<file path="src/rtl/hazard_pkg.sv">
// Shared definitions for the pipeline hazard controller.
//   AW        register address width
//   TW        Tnew/Tuse width
//   TUSE_NONE Tuse code for "operand not read"
//   fwd_sel_t forwarding source select (regfile, E, M, W)
//   slot_t    one tracked pipeline stage: destination register + remaining Tnew
package hazard_pkg;

    localparam int AW = 5;
    localparam int TW = 2;
    localparam logic [TW-1:0] TUSE_NONE = TW'(3);

    typedef enum logic [1:0] {
        FWD_RF = 2'd0,
        FWD_E  = 2'd1,
        FWD_M  = 2'd2,
        FWD_W  = 2'd3
    } fwd_sel_t;

    typedef struct packed {
        logic [AW-1:0] dst;
        logic [TW-1:0] tnew;
    } slot_t;

    localparam slot_t EMPTY_SLOT = '0;

    // One stage of ageing: Tnew counts down and holds at zero.
    function automatic slot_t age_slot(slot_t s);
        slot_t r;
        r.dst  = s.dst;
        r.tnew = (s.tnew == '0) ? '0 : s.tnew - TW'(1);
        return r;
    endfunction

endpackage

</file>
<file path="src/rtl/hazard_match.sv">
// Nearest-match resolver for one source operand.
// Scans the E, M and W slots in that order; only the first slot whose
// destination equals the operand counts. Register 0 never matches.
//   r         operand register address
//   tuse      cycles until the operand is needed (TUSE_NONE = not read)
//   slot_e/m/w  tracked stages, nearest first
//   stall_bit result not ready in time for this operand
//   fwd_sel   stage to forward from when its result is ready, else FWD_RF
module hazard_match
    import hazard_pkg::*;
(
    input  logic [AW-1:0] r,
    input  logic [TW-1:0] tuse,
    input  slot_t         slot_e,
    input  slot_t         slot_m,
    input  slot_t         slot_w,
    output logic          stall_bit,
    output fwd_sel_t      fwd_sel
);

    logic          hit;
    logic [TW-1:0] hit_tnew;
    fwd_sel_t      hit_stage;

    always_comb begin
        // NOTE: every output of this block gets a default first, so no path
        // leaves a value unassigned and no latch is inferred.
        hit       = 1'b0;
        hit_tnew  = '0;
        hit_stage = FWD_RF;

        if (r != '0) begin
            if (slot_e.dst == r) begin
                hit       = 1'b1;
                hit_tnew  = slot_e.tnew;
                hit_stage = FWD_E;
            end else if (slot_m.dst == r) begin
                hit       = 1'b1;
                hit_tnew  = slot_m.tnew;
                hit_stage = FWD_M;
            end else if (slot_w.dst == r) begin
                hit       = 1'b1;
                hit_tnew  = slot_w.tnew;
                hit_stage = FWD_W;
            end
        end

        stall_bit = hit && (tuse != TUSE_NONE) && (hit_tnew > tuse);
        fwd_sel   = (hit && (hit_tnew == '0)) ? hit_stage : FWD_RF;
    end

endmodule

</file>
<file path="src/rtl/hazard_ctrl.sv">
// Tnew/Tuse hazard controller for the 5-stage pipeline.
// Tracks {dst, tnew} for the instructions in E, M and W and resolves the
// D-stage operands against them.
//   clk, reset           pipeline clock, asynchronous active-high reset
//   rs_d, rt_d           D-stage source registers
//   tuse_rs_d, tuse_rt_d D-stage Tuse per operand
//   dst_d, tnew_d        D-stage destination and its Tnew on entering E
//   flush                bubble E at the next edge
//   stall                hold F/D, bubble D/E (combinational)
//   fwd_rs_d, fwd_rt_d   D-stage forwarding selects (combinational)
//   fwd_rs_e, fwd_rt_e   E-stage forwarding selects (registered with D/E)
module hazard_ctrl
    import hazard_pkg::*;
(
    input  logic          clk,
    input  logic          reset,
    input  logic [AW-1:0] rs_d,
    input  logic [AW-1:0] rt_d,
    input  logic [TW-1:0] tuse_rs_d,
    input  logic [TW-1:0] tuse_rt_d,
    input  logic [AW-1:0] dst_d,
    input  logic [TW-1:0] tnew_d,
    input  logic          flush,
    output logic          stall,
    output logic [1:0]    fwd_rs_d,
    output logic [1:0]    fwd_rt_d,
    output logic [1:0]    fwd_rs_e,
    output logic [1:0]    fwd_rt_e
);

    slot_t         slot_e;
    slot_t         slot_m;
    slot_t         slot_w;
    logic [AW-1:0] rs_e;
    logic [AW-1:0] rt_e;

    logic     stall_rs;
    logic     stall_rt;
    fwd_sel_t sel_rs_d;
    fwd_sel_t sel_rt_d;

    // Slots as they will stand after the next edge, used to precompute the
    // E-stage selects for the instruction currently in D.
    slot_t    nx_m;
    slot_t    nx_w;
    logic     pre_stall_rs;
    logic     pre_stall_rt;
    fwd_sel_t sel_rs_nx;
    fwd_sel_t sel_rt_nx;

    logic bubble;

    hazard_match u_match_rs (
        .r        (rs_d),
        .tuse     (tuse_rs_d),
        .slot_e   (slot_e),
        .slot_m   (slot_m),
        .slot_w   (slot_w),
        .stall_bit(stall_rs),
        .fwd_sel  (sel_rs_d)
    );

    hazard_match u_match_rt (
        .r        (rt_d),
        .tuse     (tuse_rt_d),
        .slot_e   (slot_e),
        .slot_m   (slot_m),
        .slot_w   (slot_w),
        .stall_bit(stall_rt),
        .fwd_sel  (sel_rt_d)
    );

    assign nx_m = age_slot(slot_e);
    assign nx_w = '{dst: slot_m.dst, tnew: '0};

    // E slot is masked: an instruction never forwards to itself, so the
    // E-stage select can only be M or W. Tuse is irrelevant here.
    hazard_match u_pre_rs (
        .r        (rs_d),
        .tuse     (TUSE_NONE),
        .slot_e   (EMPTY_SLOT),
        .slot_m   (nx_m),
        .slot_w   (nx_w),
        .stall_bit(pre_stall_rs),
        .fwd_sel  (sel_rs_nx)
    );

    hazard_match u_pre_rt (
        .r        (rt_d),
        .tuse     (TUSE_NONE),
        .slot_e   (EMPTY_SLOT),
        .slot_m   (nx_m),
        .slot_w   (nx_w),
        .stall_bit(pre_stall_rt),
        .fwd_sel  (sel_rt_nx)
    );

    assign stall    = stall_rs | stall_rt;
    assign bubble   = stall | flush;
    assign fwd_rs_d = sel_rs_d;
    assign fwd_rt_d = sel_rt_d;

    always_ff @(posedge clk or posedge reset) begin
        // NOTE: state registers use non-blocking assignments so every slot
        // shifts from the pre-edge values, independent of statement order.
        if (reset) begin
            slot_e   <= '0;
            slot_m   <= '0;
            slot_w   <= '0;
            rs_e     <= '0;
            rt_e     <= '0;
            fwd_rs_e <= FWD_RF;
            fwd_rt_e <= FWD_RF;
        end else begin
            slot_w <= nx_w;
            slot_m <= nx_m;
            if (bubble) begin
                slot_e   <= '0;
                rs_e     <= '0;
                rt_e     <= '0;
                fwd_rs_e <= FWD_RF;
                fwd_rt_e <= FWD_RF;
            end else begin
                slot_e   <= '{dst: dst_d, tnew: tnew_d};
                rs_e     <= rs_d;
                rt_e     <= rt_d;
                fwd_rs_e <= sel_rs_nx;
                fwd_rt_e <= sel_rt_nx;
            end
        end
    end

    // Tnew of whatever stage each D select points at (0 for the regfile).
    logic [TW-1:0] src_tnew_rs;
    logic [TW-1:0] src_tnew_rt;

    always_comb begin
        src_tnew_rs = '0;
        src_tnew_rt = '0;
        case (sel_rs_d)
            FWD_E:   src_tnew_rs = slot_e.tnew;
            FWD_M:   src_tnew_rs = slot_m.tnew;
            FWD_W:   src_tnew_rs = slot_w.tnew;
            default: src_tnew_rs = '0;
        endcase
        case (sel_rt_d)
            FWD_E:   src_tnew_rt = slot_e.tnew;
            FWD_M:   src_tnew_rt = slot_m.tnew;
            FWD_W:   src_tnew_rt = slot_w.tnew;
            default: src_tnew_rt = '0;
        endcase
    end

    // An unstalled cycle never forwards a value that is not yet produced.
    a_fwd_ready: assert property (@(negedge clk) disable iff (reset)
        !stall |-> ((src_tnew_rs == '0) && (src_tnew_rt == '0)));

    // The precompute runs with Tuse "not read" and so can never stall.
    a_pre_no_stall: assert property (@(negedge clk) disable iff (reset)
        !(pre_stall_rs || pre_stall_rt));

    // A non-zero E select always belongs to a real (non-$0) operand.
    a_e_sel_reg: assert property (@(negedge clk) disable iff (reset)
        ((fwd_rs_e == 2'd0) || (rs_e != '0)) && ((fwd_rt_e == 2'd0) || (rt_e != '0)));

endmodule

</file>
<file path="config.mk">
export PLATFORM = sky130hd
export DESIGN_NAME = hazard_ctrl
export DESIGN_NICKNAME = d
export VERILOG_FILES = /design/src/rtl/hazard_pkg.sv /design/src/rtl/hazard_match.sv /design/src/rtl/hazard_ctrl.sv
export SDC_FILE = /design/constraint.sdc
export NUM_CORES = 1
export LEC_CHECK = 0
export BUFFER_PORTS_ARGS = -buffer_cell sky130_fd_sc_hd__buf_4
export CORE_UTILIZATION = 58
export DETAILED_ROUTE_END_ITERATION = 16
export MAX_ROUTING_LAYER = met4
export PLACE_DENSITY = 0.81
export SETUP_SLACK_MARGIN = 0.4
export SYNTH_ARGS = -nofsm -noshare
export SYNTH_HDL_FRONTEND = slang
export SYNTH_HIERARCHICAL = 1
export SYNTH_SLANG_ARGS = --single-unit
</file>
<file path="constraint.sdc">
create_clock -name clk -period 4.44 [get_ports clk]
set_clock_uncertainty 0.2 [all_clocks]
set_input_delay 0.444 -clock clk [delete_from_list [all_inputs] [get_ports clk]]
set_output_delay 0.444 -clock clk [all_outputs]
set_load 0.1 [all_outputs]
</file>
# ---- Word-level counts from Yosys, hierarchy flattened
# Cells that the tools add are included.
dict set report totals {
  register_bits 23
  input_bits 24
}
dict set report op_classes {
  add_sub_neg 1
  n_lt_le_gt_ge 2
  eq_ne 8
  muxes 52
  bitwise_logic 2
  n_reduce_logical 17
}
# cell count
set op_table {}
lappend op_table {{$mux 2} 35}
lappend op_table {{$eq 5x5->1} 6}
lappend op_table {{$mux 1} 16}
lappend op_table {{$logic_not 2->1} 5}
lappend op_table {{$logic_not 5->1} 2}
lappend op_table {{$reduce_bool 5->1} 2}
lappend op_table {{$logic_and 1x1->1} 8}
lappend op_table {{$mux 7} 1}
lappend op_table {{$gt 2x2->1} 2}
lappend op_table {{$ne 2x2->1 const B} 2}
lappend op_table {{$or 1x1->1} 2}
lappend op_table {{$sub 2x1->2 const B} 1}

# ---- Depth between registers and ports, before layout
# Gate-level depths: netlist of run 1.
dict set report depth {
  depth_word 10
  mapped_depth 13
}

# ---- Hierarchy
# The synthesis of run 1 kept the hierarchy.
# mod instances cells_each area_per_inst_um2
set by_module_without_submodules {}
lappend by_module_without_submodules {hazard_match 4 53 382.9}
lappend by_module_without_submodules {hazard_ctrl 1 43 792.0}

# ---- Worst setup path before layout of run 1
# Ideal clock, no wire load.
dict set report synth_timing {
  path_kind {flip-flop to output port}
  startpoint {reg nx_m[4] (netlist name)}
  endpoint {out fwd_rs_d[1]}
  t_arrival_ns 3.900
  required_time_ns 3.796
  slack_ns -0.104
  stages_incl_launch_ff 6
  cell_sequence {dfrtp_1 xnor2_1 nand3_1 nor3_1 a31oi_1 nor4_1}
}
dict set report synth_between {
  elab_chain_len 6
  word_cells_on_any_way 10
}
# item line_no
set synth_rtl {}
lappend synth_rtl {{$eq 5x5->1 *} hazard_match.sv:33} ;# if (slot_e.dst == r) begin
lappend synth_rtl {{$mux 2} hazard_match.sv:33}
lappend synth_rtl {{$mux 2} hazard_match.sv:32} ;# if (r != '0) begin
lappend synth_rtl {{$logic_not 2->1} hazard_match.sv:49} ;# fwd_sel = (hit && (hit_tnew == '0)) ? hit_stage : FWD_RF;
lappend synth_rtl {{$logic_and 1x1->1} hazard_match.sv:49}
lappend synth_rtl {{$mux 2 *} hazard_match.sv:49}
lappend synth_rtl {{end: declaration} hazard_ctrl.sv:25} ;# output logic [1:0] fwd_rs_d,
# Every way passes the cells marked *; elsewhere a longest branch is shown, timed or not.

# ---- Worst setup path in the final report of run 1
dict set report layout_timing {
  startpoint {reg nx_w[2] (netlist name)}
  endpoint {out stall}
}
dict set report layout_between {
  elab_chain_len 7
  word_cells_on_any_way 21
}
# item line_no
set layout_rtl {}
lappend layout_rtl {{$eq 5x5->1 *} hazard_match.sv:37} ;# end else if (slot_m.dst == r) begin
lappend layout_rtl {{$mux 2 / $mux 1 (equally long branches)} hazard_match.sv:37}
lappend layout_rtl {{$mux 2 / $mux 1 (equally long branches)} hazard_match.sv:33}
lappend layout_rtl {{$mux 2 / $mux 1 (equally long branches)} hazard_match.sv:32}
lappend layout_rtl {{$gt 2x2->1 / $logic_and 1x1->1 (equally long branches)} hazard_match.sv:48} ;# stall_bit = hit && (tuse != TUSE_NONE) && (hit_tnew > tuse);
lappend layout_rtl {{$logic_and 1x1->1 *} hazard_match.sv:48}
lappend layout_rtl {{via stall_rs} hazard_ctrl.sv:37} ;# logic stall_rs;
lappend layout_rtl {{$or 1x1->1 *} hazard_ctrl.sv:98} ;# assign stall = stall_rs | stall_rt;
lappend layout_rtl {{end: declaration} hazard_ctrl.sv:24} ;# output logic stall,
# Mark *: on every way through the listed nets, which the timed path passes. The rest lies on a longest branch.

==> impl_results.md, run 1 <==
- Cells after Synth: 230
- Port-buffer cells: 32
- Vias: between 1,500 and 2,000
- Setup violations, final: 0
- Synth warnings: 6
- Ports: 33
- RePlAce Congestion: 0.821
- Die Wd: 63.2 µm
- Share of layout cells above drive strength 1: 28.3%
- Register share of total power: between 40 and 50%
- Power Dens Cells: 220 mW/mm²
- Comb pwr share: 37.1%
- Maximum vdd ir drop: 194 µV
- Hold slack final: 151 ps
- Cts repair resizes: 0
- Hold-fix buffers at CTS: 0
- Worst-path clk slew: 80 ps
- Achievable Freq: 265 MHz
- RSZ-0062 raised after global routing: false
- Initial antenna violation count: 0
- Global-route wire length before repair: 8520 µm
- Reg2Reg Depth: 11
- ANT nets after route: 0
- DRT iter0 DRCs: 82
- CTS root buffer: clkbuf_8
- Worst slew pin tran: 832 ps
- Initial Util: 62.6%
- Internal power: 0.366 mW
- Filler Cells Inserted: 259
- Cell Area, Synth: 0.00217 mm²
- Routed wire length per instance: around 15 µm
- TNS Setup: 0 ps
- Slew margin rel.: 44.5%
- Worst skew pair latency: 260 ps
- Diode count: 0
- Worst Path Class, Setup: reg2out
- Most common cell after layout, fill and taps aside: xnor2_1
- Critical path peak fanout: 5
- Fin nets: 319
- NetSw: 0.215 mW
- Register area: 576 µm²
- Hold Crit Class: in2async
- Total grt overflow: 0
- Clk sink count: 23
- Worst path arrival time: 3130 ps
- R2R Path End: fwd_rs_e[1]
- Final WL: 4900 µm
- Placed insts: around 330
- Sw Ratio: between 30% and 40%
- Syn_area_per_cell: 9.44 µm²
- Non-filler cells, final: 336
- Slew Limit Fails: 0
- Vias in the first global route: 1,894
- Cell Rows: 21
- Longest Clk Path Bufs: 2
- Most frequent cells in the layout: 40 x xnor2_1, 33 x buf_4, 26 x conb_1, 23 x dfrtp_1, 20 x xor2_1
- Final Util: 76.2%
- Final Cycle Share: a little over four fifths
- Startpoint types: register
- Die area: 0.00399 mm²
- Fin crit period: 3770 ps
- Total track usage: 28.1%
- Multi-input logic area: 0.00167 mm²
- Status: finished clean
- Final Hold Vio Count: 0
- Largest net degree at the start of global routing: 24
- TritonCTS clock tree: done
- FF-to-FF Start: nx_w[2]
- Post-CTS Setup Bufs: 0
- Clock power share: between 20 and 25%
- CTS H-Tree Depth: 1
- Core Region: around 0.0035 mm²
- Area delta synth->final: 21.7%
- CP required: 3800 ps
- Leak: between 1 and 1.5 nW
- Via density: roughly 5.4
- DRC violations left: 0
- Max-Cap Viols: 0
- TritonCTS Buffers: 3
- Worst setup EP type: output port
- Die H: 63.2 µm
- Final HPWL DP: 3820 µm
- DR pass1 iterations: 4
- Worst R2R Setup Slack: 1300 ps
-- cell type report --
cell class	count	area share, %
timing repair buffer	34	9.80
inverter	9	1.28
clock buffer	3	1.56
tap	46	2.18
clock inverter	1	0.189
sequential	23	21.8
multi-input combinational	220	63.2
-- worst max-delay path: stages (launching register included) --
cell	delay (ps)
dfrtp_1	490
xnor2_1	210
nand3_2	170
or3_1	420
a31oi_4	240
and2_1	150
ha_1	230
a221oi_1	270
nand2_1	110
a21oi_2	200
or2_1	150
buf_6	220
-- per-stage QoR --
stage	cell area (µm²)	setup slack (ps)	total power, mW
floorplan	2280	519	0.395
global placement	2560	587	0.449
detailed placement	2560	592	0.453
CTS	2610	410	0.580
global route	2640	414	0.618
finish	2640	668	0.581
-- per-layer routing --
metal	GRT usage, %	wire length [µm]	vias to the layer above
met1	34.5	2150	878
met2	50.0	2600	36
met3	1.27	131	4
met5	-	0	-
li1	-	-	913
met4	7.95	23	0
-- flip-flops by register name, summed over array words and instances, names as in the netlist --
signal,cells
slot_e,2
nx_w,5
fwd_rt_e,2
slot_m,2
slot_w,5
nx_m,5
fwd_rs_e,2
-- worst max path at each step --
stage / startpoint / to / slack, ps / depth (start not counted)
after floorplan: rs_d[0] / stall / 520 / 11
after global placement: rs_d[0] / stall / 590 / 12
after detailed placement: rs_d[0] / stall / 590 / 12
after CTS: nx_w[2] / stall / 410 / 11
after global routing: nx_w[6] / stall / 410 / 11
final: nx_w[2] / stall / 670 / 11
-- power by group through the flow --
| stage | combinational [mW] | sequential [mW] | clock, mW |
|---|---|---|---|
| 6_report | 0.215 | 0.239 | 0.126 |
| 5_1_grt | 0.236 | 0.241 | 0.141 |
| 4_1_cts | 0.212 | 0.239 | 0.129 |
| 3_5_place_dp | 0.210 | 0.243 | 0 |
| 3_3_place_gp | 0.206 | 0.243 | 0 |
| 2_1_floorplan | 0.150 | 0.244 | 0 |
Note: power is estimated with default switching activity, not from simulation.
==> inputs of run 2 (changes only) <==
CORE_UTILIZATION = 53   (was 58)
PLACE_DENSITY = 0.78   (was 0.81)
clock period = 3.2 ns   (was 4.44 ns; I/O delays follow)
==> impl_results.md, run 2 (same netlist as run 1, synthesis figures left out) <==
- Final HPWL DP: between 4000 and 5000 µm
- Placed instance area: 0.00278 mm²
- Vias in the first global route: 2,207
- Crit-path max cell delay: 480 ps
- TritonCTS clock tree: done
- Core Region: ~0.0038 mm²
- Placed insts: 358
- DRT iter0 DRCs: 139
- Fin nets: 361
- Die area: 0.00436 mm²
- Longest Clk Path Bufs: 2
- Worst path arrival time: approximately 3000 ps
- Initial Util: 57.2%
- Worst setup EP type: output port
- Global-route wire length before repair: 10,200 µm
- Worst Path Class, Setup: reg2out
- Fin worst setup slack: -304 ps
- RePlAce Congestion: 0.859
- Power Dens Cells: 291 mW/mm²
- Share of layout cells above drive strength 1: between 40 and 50%
- Startpoint types: register
- Worst R2R Setup Slack: 40 ps
- Slew margin rel.: 38.2%
- FF-to-FF Start: nx_m[3]
- Port-buffer cells: 32
- Fin crit period: roughly 3500 ps
- DR pass1 iterations: 5
- Crit path buffers/inverters: 1
- Final Instance Area: 0.00332 mm²
- Final Cycle Share: 110%
- R2R Path End: nx_m[6]
- CP delay by family, top: simple AND/OR/NAND/NOR gates
- Hold slack final: 41.7 ps
- CTS root buffer: clkbuf_8
- Ports: 33
- Via density: around 6
- TritonCTS Buffers: 3
- Final Hold Vio Count: 0
- CTS H-Tree Depth: 1
- Most common cell after layout, fill and taps aside: buf_4
- CP max stage cell: dfrtp_2
- Routed wire length per instance: 20.7 µm
- Reg2Reg Depth: 13
- Most frequent cells in the layout: 67 x buf_4, 28 x xnor2_1, 26 x conb_1, 20 x xor2_1, 14 x dfrtp_1
- Dpl ws: -39.0 ps
- Total grt overflow: 0
- Worst slew pin tran: 926 ps
- Register area: 587 µm²
- Non-filler cells, final: 380
- Max-Cap Viols: 0
- Largest net degree at the start of global routing: 24
- Worst skew pair latency: roughly 280 ps
- Filler Cells Inserted: 191
- Clk sink count: 23
- Final WL: 7860 µm
- ANT nets after route: 0
- Crit-path cells: xnor2_1 -> nand3_1 -> or2_2 -> a31oi_4 -> and2_4 -> ha_4 -> a221oi_2 -> nand2_1 -> a21oi_4 -> or2_4 -> buf_12
- Tot Pwr: 0.964 mW
- RSZ-0062 raised after global routing: true
- Slew Limit Fails: 0
- Vias: 2,321
- Cell Rows: 22
- Total track usage: 32.5%
- Diode count: 0
- Status: complete, but fails checks
- Area delta synth->final: 52.7%
- Initial antenna violation count: 0
- Hold Crit Class: in2async
- Worst-path clk slew: 90 ps
- Critical path peak fanout: 5
- DRC violations left: 0
- Leak: 1.37 nW
- Failing checks: negative setup slack
- Achievable Freq: 285 MHz
- Die Wd: roughly 66 µm
- Die H: 66.0 µm
- CP required: 2680 ps
- Maximum vdd ir drop: ~380 µV
- Multi-input logic area: 0.00195 mm²
- Setup violations, final: 1
run 2: what timing repair did:
| item | CTS | global route |
|---|---|---|
| gates resized for setup | 25 | 35 |
| setup endpoints to repair | 13 | 16 |
| setup buffers | 5 | 12 |
| cloned | 1 | 0 |
| endpoints found under the hold margin | 0 | 0 |
| pin swaps | 9 | 31 |
| hold buffers | 0 | 0 |
run 2: per-layer routing:
layer / part of all wire (%) / vias to the layer above / global-route usage [%]
met5: 0 / - / -
met4: 6.0 / 0 / 14.9
met3: 6.8 / 52 / 3.28
met2: 52 / 149 / 59.8
met1: 35 / 1118 / 34.8
li1: - / 1002 / -
run 2: layout make-up:
class | instances | share of cell area, %
multi-input combinational | 220 | 58.8
timing repair buffer | 76 | 19.2
sequential | 23 | 17.7
tap | 48 | 1.81
clock buffer | 3 | 1.24
inverter | 9 | 1.02
clock inverter | 1 | 0.151
run 2: worst register-to-register path: cells and delay by family (launching register included):
kind,cells,cell delay [ps]
buf+inv,3,410
fa+ha+maj,1,190
simple gates,5,890
compound gates,3,660
xor+xnor,1,210
flops,1,480
run 2: power by group:
group / switching [mW] / internal, mW / leakage, nW / total (mW)
registers: 0.0296 / 0.307 / 0.290 / 0.337
logic: 0.246 / 0.188 / 1.05 / 0.434
clock network: 0.106 / 0.0875 / 0.0255 / 0.193
total: 0.381 / 0.583 / 1.37 / 0.964
run 2: per-stage QoR:
step	setup TNS (ps)	util (%)
detailed placement	-39.0	73.2
finish	-304	87.3
global placement	-36.6	73.2
floorplan	-219	-
global route	-604	87.3
CTS	-177	78.8
run 2: worst max path at each step:
stage	from	to	slack, ps	cells past startpoint
floorplan	nx_m[4]	fwd_rs_d[1]	-80	5
global placement	nx_w[3]	stall	-40	11
detailed placement	nx_w[3]	stall	-40	11
CTS	nx_w[2]	stall	-180	11
global route	nx_m[6]	stall	-370	11
finish	nx_m[3]	stall	-300	11
==> inputs of run 3 (changes only) <==
--- a/config.mk
+++ b/config.mk
@@ -8,6 +8,9 @@
 export BUFFER_PORTS_ARGS = -buffer_cell sky130_fd_sc_hd__buf_4
-export CORE_UTILIZATION = 53
+export CELL_PAD_IN_SITES_DETAIL_PLACEMENT = 0
+export CELL_PAD_IN_SITES_GLOBAL_PLACEMENT = 1
+export CORE_MARGIN = 2
+export CORE_UTILIZATION = 40
 export DETAILED_ROUTE_END_ITERATION = 16
 export MAX_ROUTING_LAYER = met4
-export PLACE_DENSITY = 0.78
+export PLACE_DENSITY_LB_ADDON = 0.1
 export SETUP_SLACK_MARGIN = 0.4
--- a/constraint.sdc
+++ b/constraint.sdc
@@ -4,2 +4,2 @@
 set_output_delay 0.32 -clock clk [all_outputs]
-set_load 0.1 [all_outputs]
+set_load 0.02 [all_outputs]
==> impl_results.md, run 3 (same netlist as run 1, synthesis figures left out) <==
- CP max stage cell: dfrtp_2
- Share of layout cells above drive strength 1: between 40% and 50%
- TritonCTS Buffers: 3
- Via density: 4.92
- Hold slack final: roughly 33 ps
- Cell Rows: 26
- Placed instance area: 0.00271 mm²
- M3 GR Usage: 1.40%
- Failing checks: negative setup slack
- RSZ-0062 raised after global routing: true
- Hold-fix buffers at CTS: 0
- Worst-path clk slew: 90 ps
- Die area: 0.00604 mm²
- Clk sink count: 23
- Crit-path cells: xnor2_2 -> nand3_2 -> or3_1 -> a31oi_2 -> and2_4 -> ha_4 -> a221oi_2 -> nand2_1 -> a21oi_4 -> or2_4 -> buf_6
- Final Cycle Share: 102%
- Total grt overflow: 0
- Critical path peak fanout: 5
- Final WL: 5480 µm
- Core Region: a little over 0.005 mm²
- DRT iter0 DRCs: 47
- Final Util: 58.1%
- Routed wire length per instance: 14.1 µm
- CTS root buffer: clkbuf_8
- Largest net degree at the start of global routing: 24
- CP delay by family, top: simple AND/OR/NAND/NOR gates
- Status: complete, but fails checks
- Leak: roughly 1.2 nW
- Worst skew pair latency: 270 ps
- Hold Crit Class: in2async
- ANT nets after route: 0
- Total track usage: 20.1%
- Slew Limit Fails: 0
- Slew margin rel.: 41.7%
- Worst setup EP type: output port
- TritonCTS clock tree: done
- Achievable Freq: roughly 310 MHz
- M2 GR Usage: 34.6%
- Final HPWL DP: between 4000 and 5000 µm
- Longest Clk Path Bufs: 2
- Global-route wire length before repair: 9450 µm
- Most frequent cells in the layout: 62 x buf_4, 32 x xnor2_1, 26 x conb_1, 20 x xor2_1, 14 x nor2_1
- Worst Path Class, Setup: reg2out
- Placed insts: 368
- Die Wd: a little under 80 µm
- Worst slew pin tran: 874 ps
- Final Instance Area: 0.00301 mm²
- DR pass1 iterations: 4
- Non-filler cells, final: just under 400
- Worst path arrival time: 2760 ps
- Fin nets: 348
- Initial antenna violation count: 0
- Vias in the first global route: 1,972
- Maximum vdd ir drop: 197 µV
- Crit-path max cell delay: approximately 480 ps
- Vias: 1,915
- Setup violations, final: 1
- Ports: 33
- Die H: 77.7 µm
- Startpoint types: register
- Most used routing layer in global routing: met2
- Most common cell after layout, fill and taps aside: buf_4
- Fin worst setup slack: -78.5 ps
- CP required: 2680 ps
- Area delta synth->final: 38.4%
- DRC violations left: 0
- CTS H-Tree Depth: 1
- Final Hold Vio Count: 0
- Tot Pwr: 0.844 mW
- Max-Cap Viols: 0
- GRT met1 Usage: about a quarter
- RePlAce Congestion: about 0.87
- Initial Util: 42.0%
- Fin crit period: 3280 ps
- Port-buffer cells: 32
- Crit path buffers/inverters: 1
- Diode count: 0
- Power Dens Cells: 281 mW/mm²
[run 3: cell count changes in the layout (fill, tap and decap cells not counted), moves of 2 or more]
cell / change
xnor2_1: +4
buf_4: -5
nor4b_4: -9
a21oi_2: -3
buf_6: -5
buf_12: -2
nor4_1: +2
nor4b_2: +9
xnor2_2: -4
a21oi_1: +2
[run 3: report_power, final]
part	internal, mW	switching [mW]	leakage (nW)	total, mW
clock	0.0891	0.0956	0.0228	0.185
combinational	0.155	0.170	0.909	0.325
sequential	0.308	0.0259	0.289	0.333
total	0.552	0.292	1.22	0.844
[run 3: through the flow]
| stage | TNS [ps] | setup slack [ps] |
|---|---|---|
| 4_1_cts | -72.1 | -72.1 |
| 3_3_place_gp | 0 | 98.2 |
| 3_5_place_dp | 0 | 108 |
| 6_report | -78.5 | -78.5 |
| 5_1_grt | -213 | -213 |
| 2_1_floorplan | 0 | 125 |
[run 3: per-layer routing]
| layer | vias to the layer above | share of wire [%] |
|---|---|---|
| met5 | - | 0 |
| met4 | 0 | 1.2 |
| met3 | 7 | 2.0 |
| met2 | 26 | 52 |
| met1 | 913 | 45 |
| li1 | 969 | - |
[run 3: final cells by class]
cell class                 count  area (µm²)
inverter                       9        33.8
tap                           70        87.6
timing repair buffer          63         477
fill                         487        2170
sequential                    23         588
clock buffer                   4        45.0
multi-input combinational    220        1770
[run 3: what timing repair did]
item / 4_1_cts / 5_1_grt
pin swaps: 11 / 13
gates resized for setup: 19 / 7
gates cloned: 0 / 0
setup buffers: 12 / 5
endpoints found under the setup margin: 12 / 13
[run 3: path summary, 6_finish.rpt]
| kind | start | endpoint | slack, ps | depth (start not counted) |
|---|---|---|---|---|
| worst max register to register | nx_w[2] | nx_m[2] | 320 | 11 |
| max in group asynchronous | reset | nx_m[2] | 2170 | 2 |
| worst max-delay path | nx_w[2] | stall | -80 | 11 |
| min in group clk | dst_d[3] | nx_m[5] | 120 | 2 |
| worst min-delay path | reset | slot_e[0] | 30 | 2 |
| worst min register to register | nx_m[6] | nx_w[6] | 300 | 0 |
